**src/rtl/io_interval_timer.sv**
```systemverilog
// Memory-mapped interval timer: CTRL/LOAD/COUNT/STATUS in a 4K window, with a TO flag exported to an LED.
// Read data and rd_sel are registered, so there is one cycle of latency; the block always accepts writes and never stalls.
module io_interval_timer #(
    parameter logic [3:0] BASE     = 4'h3,
    parameter int         PRESCALE = 50000
) (
    input  logic        Clock,
    input  logic        Resetn,
    input  logic [15:0] ADDR,
    input  logic [15:0] DOUT,
    input  logic        W,
    output logic [15:0] DIN,
    output logic        rd_sel,
    output logic        timeout
);

    localparam logic [15:0] PS_LAST = 16'(PRESCALE - 1);

    logic        run;
    logic        cont;
    logic        to;
    logic [15:0] load;
    logic [15:0] count;
    logic [15:0] pcount;
    logic [15:0] rd_mux;

    logic sel;
    logic ctrl_wr;
    logic load_wr;
    logic stat_clr;
    logic tick;
    logic expiry;
    logic unused_addr;

    // ADDR[11:2] are deliberately not decoded, so the registers alias across the window.
    assign unused_addr = ^ADDR[11:2];

    assign sel      = (ADDR[15:12] == BASE);
    assign ctrl_wr  = sel && W && (ADDR[1:0] == 2'd0);
    assign load_wr  = sel && W && (ADDR[1:0] == 2'd1);
    assign stat_clr = sel && W && (ADDR[1:0] == 2'd3) && DOUT[0];
    assign tick     = run && (pcount == PS_LAST);
    // A COUNT of 0 expires just like 1, which is why LOAD=0 behaves as LOAD=1.
    assign expiry   = tick && (count <= 16'd1);

    assign timeout = to;

    always_comb begin
        rd_mux = 16'd0;
        if (sel) begin
            case (ADDR[1:0])
                2'd0:    rd_mux = {14'd0, cont, run};
                2'd1:    rd_mux = load;
                2'd2:    rd_mux = count;
                default: rd_mux = {15'd0, to};
            endcase
        end
    end

    always_ff @(posedge Clock) begin
        if (!Resetn) begin
            run    <= 1'b0;
            cont   <= 1'b0;
            to     <= 1'b0;
            load   <= 16'd0;
            count  <= 16'd0;
            pcount <= 16'd0;
            DIN    <= 16'd0;
            rd_sel <= 1'b0;
        end else begin
            if (!run || ctrl_wr || load_wr || tick)
                pcount <= 16'd0;
            else
                pcount <= pcount + 16'd1;

            if (load_wr)
                load <= DOUT;

            if (load_wr)
                count <= DOUT;
            else if (tick) begin
                if (count > 16'd1)
                    count <= count - 16'd1;
                else if (cont)
                    count <= load;
                else
                    count <= 16'd0;
            end

            // An explicit CTRL write outranks the one-shot RUN clear on the same edge.
            if (ctrl_wr) begin
                run  <= DOUT[0];
                cont <= DOUT[1];
            end else if (expiry && !cont) begin
                run <= 1'b0;
            end

            // Setting outranks a software clear on the same edge so no expiry is lost.
            if (expiry)
                to <= 1'b1;
            else if (stat_clr)
                to <= 1'b0;

            DIN    <= rd_mux;
            rd_sel <= sel && !W;
        end
    end

endmodule
```
**config.mk**
```make
export PLATFORM = sky130hd
export DESIGN_NAME = io_interval_timer
export DESIGN_NICKNAME = d
export VERILOG_FILES = /design/src/rtl/io_interval_timer.sv
export SDC_FILE = /design/constraint.sdc
export NUM_CORES = 1
export LEC_CHECK = 0
export ABC_AREA = 1
export BUFFER_PORTS_ARGS = -buffer_cell sky130_fd_sc_hd__buf_2
export CAP_MARGIN = 20
export CORE_MARGIN = 5
export CORE_UTILIZATION = 52
export DETAILED_ROUTE_END_ITERATION = 12
export PLACE_DENSITY = 0.85
export SLEW_MARGIN = 20
export SYNTH_ARGS = -nofsm -noshare
export SYNTH_HDL_FRONTEND = slang
export SYNTH_SLANG_ARGS = --single-unit
export TNS_END_PERCENT = 10
```
**constraint.sdc**
```tcl
create_clock -name Clock -period 2.3 [get_ports Clock]
set_input_delay 0.115 -clock Clock [delete_from_list [all_inputs] [get_ports Clock]]
set_output_delay 0.115 -clock Clock [all_outputs]
set_load 0.02 [all_outputs]
```
==> Word-level counts from Yosys, hierarchy flattened <==
Cells that the tools add are included.
{ "totals": {"in_bits": 35, "romBits": 0, "regBits": 68, "mem_bits_rw": 0, "memories": 0, "latchBits": 0} }
{ "classes": {"n_reduce_logical": 21, "add_sub_neg": 2, "n_eq_ne": 5, "bitwise_logic": 1, "n_div": 0, "n_shift": 0, "n_mul": 0, "mux": 9, "order_cmp": 2} }
{ "ops": {"columns": ["op", "n"], "rows": [
  ["16-bit 2-to-1 mux", 4],
  ["16-bit case mux with 3 select lines", 1],
  ["16-bit by 1-bit adder with 16-bit output (second input constant)", 1],
  ["16-bit equality test (second input constant)", 1],
  ["16-bit by 1-bit > comparator with 1-bit output (second input constant)", 1],
  ["16-bit by 1-bit less-or-equal comparator with 1-bit output (second input constant)", 1],
  ["16-bit by 1-bit subtractor with 16-bit output (second input constant)", 1],
  ["1-bit logical AND", 9],
  ["2-bit nonzero test", 3],
  ["2-bit equality test (second input constant)", 2],
  ["4-bit by 2-bit equality test with 1-bit output (second input constant)", 1],
  ["1-bit 2-to-1 mux", 4],
  ["1-bit logical NOT", 3],
  ["1-bit logical OR", 3],
  ["2-bit by 1-bit equality test with 1-bit output (second input constant)", 1],
  ["2-bit logical NOT", 1],
  ["2-bit AND reduction", 1],
  ["2-bit OR reduction", 1],
  ["1-bit NOT", 1]
]} }

==> Logic depth before layout (Yosys ltp) <==
{ "depth": {"depth_word": 7, "mapped_depth": 12, "ltp_nobuf": 11} }

==> Worst setup path before layout <==
OpenSTA, ideal clock, no wires.
{ "synth_timing": {"kind": "reg-to-reg", "start": "reg pcount[0]", "end": "reg run", "path_slack_ps": 785, "arrival_time_ps": 1381, "stages_incl_launch_ff": 12, "setup_ps": 134, "cell_sequence": "dfxtp_1 -> ha_1 -> nand2_1 -> inv_1 -> nand2_1 -> nor2_1 -> nand3_1 -> buf_2 -> nor2_1 -> nand2_1 -> nand2_1 -> a21oi_1"} }
{ "synth_between": {"elab_chain_cells": 5} }
{ "synth_rtl": {"columns": ["element", "line_no", "rtl"], "rows": [
  ["start, declared", "24", "logic [15:0] pcount;"],
  ["start signal, assigned", "74", "pcount <= pcount + 16'd1;"],
  ["16-bit equality test", "42", "assign tick = run && (pcount == PS_LAST);"],
  ["1-bit logical AND", "42", null],
  ["1-bit logical AND", "44", "assign expiry = tick && (count <= 16'd1);"],
  ["1-bit logical AND", "94", "end else if (expiry && !cont) begin"],
  ["2-bit nonzero test (no source line)", null, null],
  ["end signal, assigned", "92", "run <= DOUT[0];"],
  ["end, declared", "19", "logic run;"]
]} }
Every way passes these cells.
A chain may end at the register's enable or synchronous reset.

==> Worst setup path after layout <==
{ "layout_timing": {"start": "reg count[0]", "end": "reg count[12]"} }
{ "layout_between": {"elab_chain_cells": 4} }
{ "layout_rtl": {"columns": ["element", "line_no", "rtl"], "rows": [
  ["start, declared", "23", "logic [15:0] count;"],
  ["start signal, assigned", "83", "count <= count - 16'd1;"],
  ["start signal, assigned", "85", "count <= load;"],
  ["16-bit by 1-bit subtractor with 16-bit output or 16-bit by 1-bit > comparator with 1-bit output (tied branches)", "83, 82", null],
  ["16-bit 2-to-1 mux *", "82", "if (count > 16'd1)"],
  ["16-bit 2-to-1 mux *", "81", "else if (tick) begin"],
  ["16-bit 2-to-1 mux *", "79", "if (load_wr)"]
]} }
Every way passes the cells marked *; elsewhere a longest branch is shown, timed or not. The select of a mux whose other input is x is not followed.

==> results.yml <==
synthesis:
  netlist.area_leader.share: 0.3836
  yosys.area.top_type: "dfxtp_1"
  synth-async-reset-ratio: 0
  synth.most_common_cell: "nand2_1"
  syn_area_um2: 3548
  syn_area_per_cell_um2: 6.657
  synth-edff-count: 0
  synth_top_flop_cell: "dfxtp_1"
  yosys-top-cells-count: "nand2_1, nor2_1, dfxtp_1, inv_1, a21oi_1"
  synth_cells: 533
  yosysUniqueCellTypes: 35
  synth_warnings: 0
  ys_ff_latch: 68
  synth_area_leaders: "dfxtp_1, nand2_1, nor2_1, inv_1, a21oi_1"
  synth-seq-area-share: 0.3836
  syn_nets: 571
run_status:
  status: "finished, final reports clean"
die:
  initial_core_util: 0.5281
  coreArea_um2: 6719
  num_rows: 30
  io_pins: 53
  die_h_um: 92.61
  fp.dieArea_um2: 8576
  die_w_um: 92.61
power:
  peakVddDrop_mv: 0.2825
  p_leak_nw: 1.777
  powerDensity_nw_per_um2: 582.3
placed_design:
  place.gp.congestion: 0.9600
  io_buffers: 42
  dp_hpwl_mm: 5.907
  dp_slack_ns: 0.4885
cts:
  cts.sinks: 68
  cts-root-buf: "clkbuf_8"
  cts_setup_buffers: 0
  clock_path_buffers: 2
  worstSkewPairLatency_ns: 0.35
  cts_buffers: 9
  cts_resized: 0
  clkTransAtPathRegs_ns: 0.07
  cts_max_level: 3
  cts_tree: "yes"
  ctsHoldBuffers: 0
critical_path:
  cp_data_required_time_ns: 2.59
  start_kind: "flop"
  cp.arrival_ns: 2.16
  critPathCaptureType: "flop"
  crit_type: "flop to flop"
  cp_max_fo: 6
hold_path:
  hold_path.class: "input pin to flop"
layout:
  seq_area_um2: 1361
  utilization: 0.5942
  diodes: 0
  area_delta_synth_final_pct: 12.52
  drive_above_1_share: 0.1434
  multi_input_area_um2: 1822
  num-nets-final: 612
  nFillCells: 611
routing:
  wl_per_cell_um: 13.05
  dr.first_iter.drc_count: 213
  avgViaCountPerCell: 5.285
  firstDrtPassIters: 5
  antenna_left: 0
  vias: 3483
  drc: 0
  routed_wirelength_mm: 8.603
timing:
  rsz0062_at_grt: "false"
  slew_headroom: 0.5697
  setup-tns-final_ns: 0
  setup_viol: 0
  hold_viol_final: 0
  fin_ws_ns: 0.4290
  timing.final.crit_share: 0.8135
  tightest_slew_ns: 0.6430
  fin_skew_ns: 0.007704
  max_freq_mhz: 534.5
  layout_min_cycle_time_ns: 1.871
  maxSlewViolCount: 0
global_routing:
  grt_first_pass_wirelength_mm: 14.66
  antenna_found_initial: 0
  grt_max_degree: 28
  grt_overflow: 0
  grt_pass1_vias: 3391
  grt_usage: 0.2110
flow_run:
  cap_violations: 0
## path summary, 6_finish.rpt
check | from | end | slack (ns) | cells past startpoint
setup / recovery | count[0] | count[12] | 0.43 | 7
hold / removal | W | rd_sel | 0.01 | 2
setup reg to reg | count[0] | count[12] | 0.43 | 7
hold reg to reg | pcount[0] | pcount[0] | 0.45 | 1
## flip-flops by register name (all words and copies together) (netlist names)
name and flops:
pcount 16, DIN 16, rd_sel 1, count 16, timeout 1, load 16
cont 1, run 1
## placed cells by master, fill, tap and decap left out, types with 2 or more instances in the layout
cell        synthesis  routed
clkinv_2            1       2
clkbuf_8            0       9
nor2_1             78      78
xnor2_1             5       5
dfxtp_1            68      68
buf_2               7      42
buf_4               2       5
inv_2               2       2
nand3_1            38      38
ha_1                3       3
nand2_2             2       2
clkinvlp_4          0       3
nand2_1           127     127
nand3_2             2       2
o21ai_0            18      18
nand2_4             2       2
inv_1              65      65
nor3_1             16      16
a21oi_1            44      44
o21ai_1             6       6
o21a_1             10      10
nor2_2              6       6
nand3b_1            2       2
xor2_1              7       7
nand4_1             4       4
inv_6               0       2
## cells by family (layout without fill, tap and decap cells)
logic type      count (synthesis)  in the layout  synth area share
fa+ha+maj                       3              3           0.01058
compound gates                 80             80            0.1217
buf+inv                        86            132            0.1030
xor+xnor                       12             12           0.02962
flops                          68             68            0.3836
simple gates                  284            284            0.3516
## cell type report
class / count / area share
repair buffers: 47 / 0.06205
clock inverters: 7 / 0.01880
inverters: 69 / 0.06581
well taps: 80 / 0.02507
multi-input cells: 379 / 0.4563
flip-flops and latches: 68 / 0.3410
clock buffers: 9 / 0.03102
## power breakdown
group	internal [mW]	switching, mW	leakage, nW
logic	0.0509	0.0991	1.14
clock network	0.505	0.486	0.0923
registers	1.18	0.00399	0.548
## worst max-delay path, stage by stage, from the launching register on
cell     delay (ns)
dfxtp_1        0.44
inv_1          0.11
ha_1           0.26
nand3_2        0.15
nand2_2        0.08
a21oi_1        0.44
nand3_1        0.14
a21oi_1        0.16
## routing by layer
metal / vias to the layer above / global-route usage / wire, um
li1: 1770 / - / -
met1: 1612 / 0.2394 / 3572
met2: 89 / 0.3758 / 4413
met3: 12 / 0.04549 / 476
met4: 0 / 0.09653 / 140
met5: - / 0 / 0
## per-stage QoR
step	area [um^2]	std cells	power (mW)	hold WS, ns
detailed placement	3794	643	1.359	0.3794
global placement	3794	643	1.355	0.3743
global route	3993	659	2.424	0.02224
CTS	3993	659	2.344	0.004408
floorplan	3548	533	1.306	0.1874
finish	3993	659	2.325	0.01460
Note: power is estimated with default switching activity, not from simulation.
